**src/rtl/uart_pkg.sv**
```systemverilog
// Shared definitions for the UART receiver: FSM state encoding and 16x oversampling constants.
package uart_pkg;

    typedef enum logic [2:0] {
        IDLE   = 3'd0,
        START  = 3'd1,
        DATA   = 3'd2,
        PARITY = 3'd3,
        STOP   = 3'd4
    } rx_state_t;

    localparam int OVERSAMPLE = 16;
    localparam int TICK_W     = $clog2(OVERSAMPLE);

    // Tick-counter values at which the line is sampled: mid start bit, then once per bit time.
    localparam logic [TICK_W-1:0] MID_SAMPLE  = TICK_W'(7);
    localparam logic [TICK_W-1:0] LAST_SAMPLE = TICK_W'(15);

endpackage

```
**src/rtl/uart_sync.sv**
```systemverilog
// Two-stage synchronizer for the asynchronous serial line; resets to 1 so an idle line shows no edge.
module uart_sync (
    input  logic clk,
    input  logic rst,
    input  logic d,
    output logic q
);

    logic meta;

    always_ff @(posedge clk or posedge rst) begin
        if (rst) begin
            meta <= 1'b1;
            q    <= 1'b1;
        end else begin
            meta <= d;
            q    <= meta;
        end
    end

endmodule

```
**src/rtl/uart_rx.sv**
```systemverilog
// 16x-oversampling UART receiver: start-edge detect, mid-bit sampling, optional parity, framing check.
// Handshake: o_valid is a one-clk strobe with no back-pressure; o_data/o_frame_err/o_parity_err hold until the next strobe.
module uart_rx
    import uart_pkg::*;
#(
    parameter int DATA_BITS  = 8,
    parameter int PARITY_EN  = 0,
    parameter int PARITY_ODD = 0
) (
    input  logic                 clk,
    input  logic                 rst,
    input  logic                 rx_tick,
    input  logic                 i_rx,
    output logic [DATA_BITS-1:0] o_data,
    output logic                 o_valid,
    output logic                 o_frame_err,
    output logic                 o_parity_err,
    output logic                 o_busy,
    output rx_state_t            o_state
);

    localparam logic [2:0] LAST_BIT = 3'(DATA_BITS - 1);
    localparam logic       ODD_BIT  = (PARITY_ODD != 0);

    logic                 rx_s;
    logic                 rx_prev;
    rx_state_t            state;
    rx_state_t            next_state;
    logic [TICK_W-1:0]    tick_cnt;
    logic [2:0]           bit_cnt;
    logic [DATA_BITS-1:0] shift_reg;
    logic                 par_err_q;

    logic edge_fall;
    logic mid_hit;
    logic last_hit;
    logic shift_en;
    logic par_sample;
    logic stop_sample;

    uart_sync u_sync (
        .clk (clk),
        .rst (rst),
        .d   (i_rx),
        .q   (rx_s)
    );

    always_ff @(posedge clk or posedge rst) begin
        if (rst) rx_prev <= 1'b1;
        else     rx_prev <= rx_s;
    end

    assign edge_fall = rx_prev & ~rx_s;
    assign mid_hit   = rx_tick && (tick_cnt == MID_SAMPLE);
    assign last_hit  = rx_tick && (tick_cnt == LAST_SAMPLE);

    always_comb begin
        next_state  = state;
        shift_en    = 1'b0;
        par_sample  = 1'b0;
        stop_sample = 1'b0;
        case (state)
            IDLE: begin
                // Only a high-to-low transition starts a frame; a line stuck low (break) is ignored.
                if (edge_fall) next_state = START;
            end
            START: begin
                if (mid_hit) next_state = rx_s ? IDLE : DATA;
            end
            DATA: begin
                if (last_hit) begin
                    shift_en = 1'b1;
                    if (bit_cnt == LAST_BIT) next_state = (PARITY_EN != 0) ? PARITY : STOP;
                end
            end
            PARITY: begin
                if (last_hit) begin
                    par_sample = 1'b1;
                    next_state = STOP;
                end
            end
            STOP: begin
                if (last_hit) begin
                    stop_sample = 1'b1;
                    next_state  = IDLE;
                end
            end
            default: next_state = IDLE;
        endcase
    end

    always_ff @(posedge clk or posedge rst) begin
        if (rst) begin
            state     <= IDLE;
            tick_cnt  <= '0;
            bit_cnt   <= '0;
            shift_reg <= '0;
            par_err_q <= 1'b0;
        end else begin
            state <= next_state;
            // Counter is parked at zero in IDLE so stray ticks there are harmless.
            if (next_state != state || state == IDLE) tick_cnt <= '0;
            else if (rx_tick)                         tick_cnt <= tick_cnt + 1'b1;
            if (next_state != state) bit_cnt <= '0;
            else if (shift_en)       bit_cnt <= bit_cnt + 1'b1;
            if (shift_en) shift_reg <= {rx_s, shift_reg[DATA_BITS-1:1]};
            if (par_sample) par_err_q <= (^shift_reg) ^ rx_s ^ ODD_BIT;
        end
    end

    always_ff @(posedge clk or posedge rst) begin
        if (rst) begin
            o_data       <= '0;
            o_valid      <= 1'b0;
            o_frame_err  <= 1'b0;
            o_parity_err <= 1'b0;
        end else begin
            o_valid <= stop_sample;
            if (stop_sample) begin
                o_data       <= shift_reg;
                o_frame_err  <= ~rx_s;
                o_parity_err <= (PARITY_EN != 0) && par_err_q;
            end
        end
    end

    assign o_busy  = (state != IDLE);
    assign o_state = state;

endmodule

```
**config.mk**
```make
export PLATFORM = sky130hd
export DESIGN_NAME = uart_rx
export DESIGN_NICKNAME = d
export VERILOG_FILES = /design/src/rtl/uart_pkg.sv /design/src/rtl/uart_sync.sv /design/src/rtl/uart_rx.sv
export SDC_FILE = /design/constraint.sdc
export NUM_CORES = 1
export LEC_CHECK = 0
export CAP_MARGIN = 20
export CORE_AREA = 8 8 61 63
export DETAILED_ROUTE_END_ITERATION = 8
export DIE_AREA = 0 0 69 71
export PLACE_DENSITY_LB_ADDON = 0.1
export SYNTH_ARGS = -nofsm -noshare
export SYNTH_HDL_FRONTEND = slang
export SYNTH_SLANG_ARGS = --single-unit
```
**constraint.sdc**
```tcl
create_clock -name clk -period 1.86 [get_ports clk]
set_input_delay 0.372 -clock clk [delete_from_list [all_inputs] [get_ports clk]]
set_output_delay 0.372 -clock clk [all_outputs]
set_load 0.01 [all_outputs]
```
==> metrics.txt, run 1 <==
status=completed; GPL Wtd Cong=0.849; final hold slack=0.348 ns; 1st-pass router iterations=4; Max Cap Violations=0; top cells by count, synth=dfrtp_1, mux2_1, o21ai_0; Final HPWL DP=1970 um; switching share of power=27.7%; 1st-iter DRT viols=66; crit-path max cell delay=0.55 ns; cts bufs inserted=5; #FFs+latches synth=31; Synth Flop Type=dfrtp_1; Pwr per Cell Area=935 nW/um^2; Final period util=96.3%; post-synthesis cell count=118; slowest CP cell=clkdlybuf4s50_1; Fmax=558 MHz; synth unique cells=35; internal power=1210 uW; initial antenna violation count=0; clk_lat worst skew=0.33 ns; Final Skew=0.0106 ns; drc violations=0; area leader, netlist=dfrtp_1; post-synthesis mux area share=14.1%; top-area cell type share of the netlist area=49.4%; combinational power share=20.3%; Mapped Area=1420 sq um; Ant. Diodes=0; Switch Pwr=463 uW; final instance area=1790 sq um; Buffers on Ports=17; number of synthesis warnings=0; DR vias=1003; largest net degree at the start of global routing=32; FF-to-FF setup slack=0.19 ns; chip height=71 um; clock sinks=31; Critical Path Start Type=flop; Worst Setup End Kind=output pin; min Tclk post-route=1.79 ns; top-level I/O count=19; Die W=69 um; root buffer cell=clkbuf_4; hold buffer count at CTS=0; largest family of logic cells by synthesized area=multiplexers; post-synthesis simple-gate area fraction=13.6%; Post-Synth Adder-Cell Area=2.65%; die area=4900 sq um; sequential area share after synthesis=55.0%; EDFF count, synth=0; DRT antenna net count=0; Hold WC Path Type=flop to flop; Setup Fix Bufs, Post-CTS=0; Critical Path RT=1.49 ns; WL per Instance=14.8 um; Synth Area in XOR/XNOR=1.85%; top post-synthesis cells by area=dfrtp_1, mux2_1, dfstp_2, o21ai_0, ha_1; Via density=5.51; first-pass GRT wire length=4750 um; CP Cell Sequence=buf_4 -> clkdlybuf4s50_1; layout cells sized above 1=19.5%; Initial Util=49.7%; Worst-path clk slew=0.10 ns; Layout Nets=155; Reg power frac=46.8%; fin. max-slew vios=0; H-tree levels=2; CTS tree=yes; VDD IR max=0.000785 V; # rows=20; vias in the first global route=1051; final hold violations=0; post-synthesis compound-gate area fraction=9.18%; Placed Instance Area=1690 sq um; GRT overflow=0; FFs w/ async S/R, synth=100%; WL final=2700 um; Lkg Pwr=0.000884 uW; Max FO, Critical Path=13; Syn Area/Cell=12.0 sq um; core area=2850 sq um; Post-Syn Nets=125; cell with the most instances after synthesis=dfrtp_1; synthesis-to-layout area growth=25.9%; Setup CP Type=flop to output pin; clock network power share=32.9%; clk buf depth=2; arrival time at the worst endpoint=1.42 ns; Setup Viol. Count Final=0; Tot GR Track Use=11.9%
[layout make-up]
type	count	area (sq um)
clock buffer	6	51.3
clock inverter	2	35.0
fill	233	1070
inverter	5	18.8
multi-input combinational	76	596
sequential	31	779
tap	33	41.3
timing repair buffer	29	264
[what timing repair did]
action                     CTS  global route
hold endpoints to repair     0             0
gates resized for setup      1             3
setup endpoints to repair    1             3
[worst max-delay path: cells and delay by family, from the launching register on]
kind / cells / cell delay, ns
buffers and inverters: 2 / 0.73
flip-flops: 1 / 0.36
[through the flow]
step | instances | worst slack [ns] | TNS (ns) | utilization [%] | power, uW
2_1_floorplan | 118 | 0.305 | 0 | - | 1010
3_3_place_gp | 174 | -0.0195 | -0.146 | 59.3 | 1120
3_5_place_dp | 174 | -0.0304 | -0.244 | 59.3 | 1140
4_1_cts | 182 | 0.0258 | 0 | 62.2 | 1690
5_1_grt | 182 | -0.00741 | -0.00741 | 62.6 | 1760
6_report | 182 | 0.0684 | 0 | 62.6 | 1670
[path summary, 6_finish.rpt]
path | startpoint | endpoint | cells after the start
setup / recovery | o_state[0] | o_state[0] | 2
hold / removal | u_sync.meta | u_sync.q | 0
setup reg to reg | o_state[2] | bit_cnt[0] | 4
hold reg to reg | u_sync.meta | u_sync.q | 0
max in group asynchronous | rst | u_sync.meta | 3
min in group asynchronous | rst | shift_reg[6] | 3
[cell usage in the layout (no fill, tap or decap), types with 3 or more instances in the layout]
cell	Yosys	routed
ha_1	3	3
nand2_1	5	5
dfstp_2	3	3
nor4_1	4	4
dfrtp_1	28	28
o21ai_0	9	9
nand3_1	4	4
mux2_1	14	14
clkbuf_4	0	5
buf_4	1	12
a21oi_1	3	3
a221oi_1	3	3
inv_1	5	5
clkdlybuf4s50_1	0	14
[power groups by stage]
stage	clock [uW]	combinational (uW)	sequential, uW
5_1_grt	595	375	791
4_1_cts	564	342	781
2_1_floorplan	0	217	793
3_5_place_dp	0	346	794
3_3_place_gp	0	333	790
6_report	550	338	782
[routing by layer]
metal	routed length (um)	vias up	GRT usage, %
li1	-	486	-
met2	1370	16	19.4
met3	129	6	5.87
met1	1160	495	12.7
met4	43	0	5.69
met5	0	-	0
[cells by family after synthesis]
kind of cell	count (synthesis)
compound gates	20
xor+xnor	3
fa+ha+maj	3
buf+inv	11
flops	31
mux	18
other cells	1
simple gates	31
Power figures use the tool's default switching activity.
==> run 2: changes to the inputs <==
--- a/config.mk
+++ b/config.mk
@@ -6,9 +6,9 @@
 export NUM_CORES = 1
 export LEC_CHECK = 0
 export CAP_MARGIN = 20
-export CORE_AREA = 8 8 61 63
+export CORE_AREA = 2 2 55 57
 export DETAILED_ROUTE_END_ITERATION = 8
-export DIE_AREA = 0 0 69 71
+export DIE_AREA = 0 0 57 59
 export PLACE_DENSITY_LB_ADDON = 0.1
 export SYNTH_ARGS = -nofsm -noshare
 export SYNTH_HDL_FRONTEND = slang
==> metrics.txt, run 2 (same netlist as run 1, synthesis figures left out) <==
status=completed; Die W=57 um (-17%); Hold WC Path Type=primary input to async pin; metal3 WL=148 um (+15%); crit-path max cell delay=0.42 ns (-0.13 ns); die area=3360 sq um (-31%); clk buf depth=2 (unchanged); Initial Util=52.3% (+2.6 points); synthesis-to-layout area growth=23.4%; Tot GR Track Use=19.2% (+7.3 points); Layout Nets=156 (+0.65%); # rows=19 (-5.0%); Finished Core Util=64.5% (+2.0 points); chip height=59 um (-17%); Critical Path Start Type=flop; Final Skew=0.00789 ns (-0.00268 ns); Max Cap Violations=0 (unchanged); Setup Viol. Count Final=0 (unchanged); vias in the first global route=1097 (+4.4%); Max FO, Critical Path=3 (-10); most common cell after layout, fill and taps aside=dfrtp_1; Ant. Diodes=0 (unchanged); CP Cell Sequence=or3_1 -> dlygate4sd2_1; root buffer cell=clkbuf_4; core area=2710 sq um (-5.0%); H-tree levels=2 (unchanged); Power Total=1500 uW (-10%); fill cell count=224 (-3.9%); CTS tree=yes; initial antenna violation count=0 (unchanged); Final period util=97.8% (+1.4 points); min Tclk post-route=1.82 ns (+0.0269 ns); largest net degree at the start of global routing=16 (-50%); 1st-iter DRT viols=47 (-29%); M1 WL=1100 um (-5.0%); drc violations=0 (unchanged); arrival time at the worst endpoint=1.45 ns (+0.03 ns); cts bufs inserted=5 (unchanged); Post-Route Setup TNS=0 ns (unchanged); Non-Filler Instances=181 (-0.55%); DRT antenna net count=0 (unchanged); top-level I/O count=19 (unchanged); Buffers on Ports=17 (unchanged); WL final=2790 um (+3.2%); layout cells sized above 1=19.3% (-0.13 points); Critical Path RT=1.49 ns (about the same); DR vias=1051 (+4.8%); Setup CP Type=flop to output pin; GRT overflow=0 (unchanged); slowest CP cell=or3_1; first-pass GRT wire length=4790 um (+0.86%); final hold violations=0 (unchanged); Lkg Pwr=0.000840 uW (-5.0%); met2 WL=1450 um (+6.1%); clk_lat worst skew=0.33 ns (about the same); most frequent cells in the layout=dfrtp_1, clkdlybuf4s50_1, mux2_1; Top Layer Used=met4; WL per Instance=15.4 um (+3.8%); Via density=5.81 (+5.4%); 1st-pass router iterations=6 (+2); Worst Setup End Kind=output pin; Worst-path clk slew=0.10 ns (about the same); RSZ-0062 raised after global routing=true; Pwr per Cell Area=856 nW/um^2 (-8.5%); VDD IR max=0.000655 V (-17%); Placed Instances=173 (-0.57%); GPL Wtd Cong=0.805 (-5.2%); Final HPWL DP=2070 um (+4.9%); fin. max-slew vios=0 (unchanged); Fmax=550 MHz (-1.5%); clock sinks=31 (unchanged)
run 2: metrics by stage:
| stage | worst slack (ns) | cell area, sq um | hold slack [ns] |
|---|---|---|---|
| 3_3_place_gp | -0.0170 | 1700 | 0.347 |
| 2_1_floorplan | 0.305 | 1420 | 0.345 |
| 3_5_place_dp | -0.0439 | 1700 | 0.355 |
| 5_1_grt | -0.0216 | 1750 | 0.336 |
| 6_report | 0.0415 | 1750 | 0.333 |
| 4_1_cts | 0.0210 | 1750 | 0.317 |
run 2: worst max-delay path: cells and delay by family (launching register included):
family        cells  cell delay [ns]
flops             1             0.39
buf+inv           1             0.31
simple gates      1             0.42
run 2: worst paths after layout:
check / from / endpoint / slack, ns / depth (start not counted)
setup / recovery: o_state[1] / o_busy / 0.04 / 2
hold / removal: rst / o_valid / 0.33 / 2
setup reg to reg: o_state[2] / shift_reg[1] / 0.19 / 4
hold reg to reg: u_sync.meta / u_sync.q / 0.36 / 0
max in group asynchronous: rst / u_sync.meta / 0.94 / 3
min in group clk: u_sync.meta / u_sync.q / 0.36 / 0
run 2: what timing repair did:
item	in CTS	in global routing
gates resized for setup	1	1
hold buffers	0	0
setup buffers	0	0
setup endpoints to repair	1	3
run 2: layout make-up:
type | instances | area [sq um] | area share [%]
flip-flops and latches | 31 | 779 | 44.6
multi-input cells | 76 | 591 | 33.8
repair buffers | 30 | 269 | 15.4
well taps | 31 | 38.8 | 2.22
clock buffers | 5 | 37.5 | 2.15
inverters | 5 | 18.8 | 1.07
clock inverters | 3 | 15.0 | 0.858
run 2: layer usage:
| metal | track usage, % | vias to the layer above |
|---|---|---|
| met1 | 21.5 | 524 |
| met2 | 31.0 | 27 |
| met3 | 6.99 | 11 |
| met4 | 13.0 | 0 |
| li1 | - | 489 |
| met5 | 0 | - |
run 2: report_power, final:
group | switching, uW | leakage, uW | internal (uW)
sequential | 51.6 | 0.000408 | 730
clock | 232 | 0.0000347 | 140
combinational | 185 | 0.000397 | 157
==> patch, RTL diff (settings of run 1) <==
Set the parameter `PARITY_EN` to 1 (it was 0).
--- a/src/rtl/uart_rx.sv
+++ b/src/rtl/uart_rx.sv
@@ -4,7 +4,7 @@
     import uart_pkg::*;
 #(
     parameter int DATA_BITS  = 8,
-    parameter int PARITY_EN  = 0,
+    parameter int PARITY_EN  = 1,
     parameter int PARITY_ODD = 0
 ) (
     input  logic                 clk,
Function: same outputs for any inputs over 10 cycles, from zero or initial values and one cycle with rst high; that may be too few to reach the edited logic, so the function may still have changed.
==> patch against run 1 <==
  * Power grew 0.64%
  * Worst setup slack gained 7.6 ps
  * Fmax grew 0.42%
  * Sequential cell count grew 2
  * Synthesized area grew 13%
  * Synthesized cell count grew 7.6%
  * Cell area grew 7.8%
  * Clock skew grew 2.1 ps
  * Register-to-register slack lost 60 ps
  * Sequential share of layout area shrank 0.55 points
  * Wire length grew 5.4%
  * Largest power group unchanged
==> patch: results <==
[worst_setup_path]
crit_path_start = "o_state[1]"
timing.rr.start = "tick_cnt[0]"

[logic_synthesis]
ys_top_cells_by_count = "dfrtp_1 (30), mux2_2 (11), nor2_1 (11), xnor2_1 (8), mux2_4 (7)"
synthTopCellsByArea = "dfrtp_1 (47%), mux2_2 (7.7%), mux2_4 (6.5%)"

[placed_design]
numPlacedInstances = 181
hpwl_mm = 2.04
io_buffers = 18
placed_area_um2 = 1850
pre_cts_ws_ps = -110
place.gp.congestion = 0.907

[global_route]
grt_pass1_wl_mm = 4.95
grt.total_usage_pct = 12.3
grt_start_max_net_pins = 34
grt_pass1_vias = 1100

[sta]
holdWs_ps = 364
fin_crit_ps = 1780
fin_skew_ps = 12.6

[outcome]
status = "completed"

[power]
seq_power_share_pct = 49.2
irDropWorstVdd_mv = 0.608
p_total_w = 0.00168
comb_power_w = 0.000398

[route]
wl_met1_mm = 1.21
met2WireLength_mm = 1.41
post_drt_via_cell_ratio = 5.57
wirelength_mm = 2.85
wl_per_cell_um = 15.1
route.met3.wl_um = 167

[layout]
nets = 162
final_layout_size_suffix_gt1_share_pct = 27.6
-- patch: changes by cell type after synthesis, sizes merged, moves of 3 or more --
cell	change
buf	+5
xnor2	+6
clkbuf	-3
nor3	+3
nor4	-3
o21ai	-5
a221oi	-3
nor4b	+3
nand4	+4
nor2	+9
nand3	-3
-- patch: cells by family (layout without fill, tap and decap cells) --
kind of cell,count (synthesis),count (layout),share of synthesized area [%]
compound gates,13,13,5.30
fa+ha+maj,3,3,2.34
xor+xnor,12,12,7.40
simple gates,34,34,12.7
mux,21,21,16.1
buf+inv,11,40,4.44
flops,33,33,51.7
-- patch: cell type report --
type | count | area, um^2
sequential | 33 | 830
clock inverter | 1 | 5.00
clock buffer | 7 | 65.1
inverter | 3 | 11.3
fill | 231 | 928
tap | 33 | 41.3
multi-input combinational | 83 | 704
timing repair buffer | 29 | 268
-- patch: metal layers --
metal | vias up | track usage, %
met5 | - | 0
met4 | 0 | 6.15
met3 | 6 | 5.17
met2 | 29 | 20.1
met1 | 512 | 13.3
li1 | 505 | -
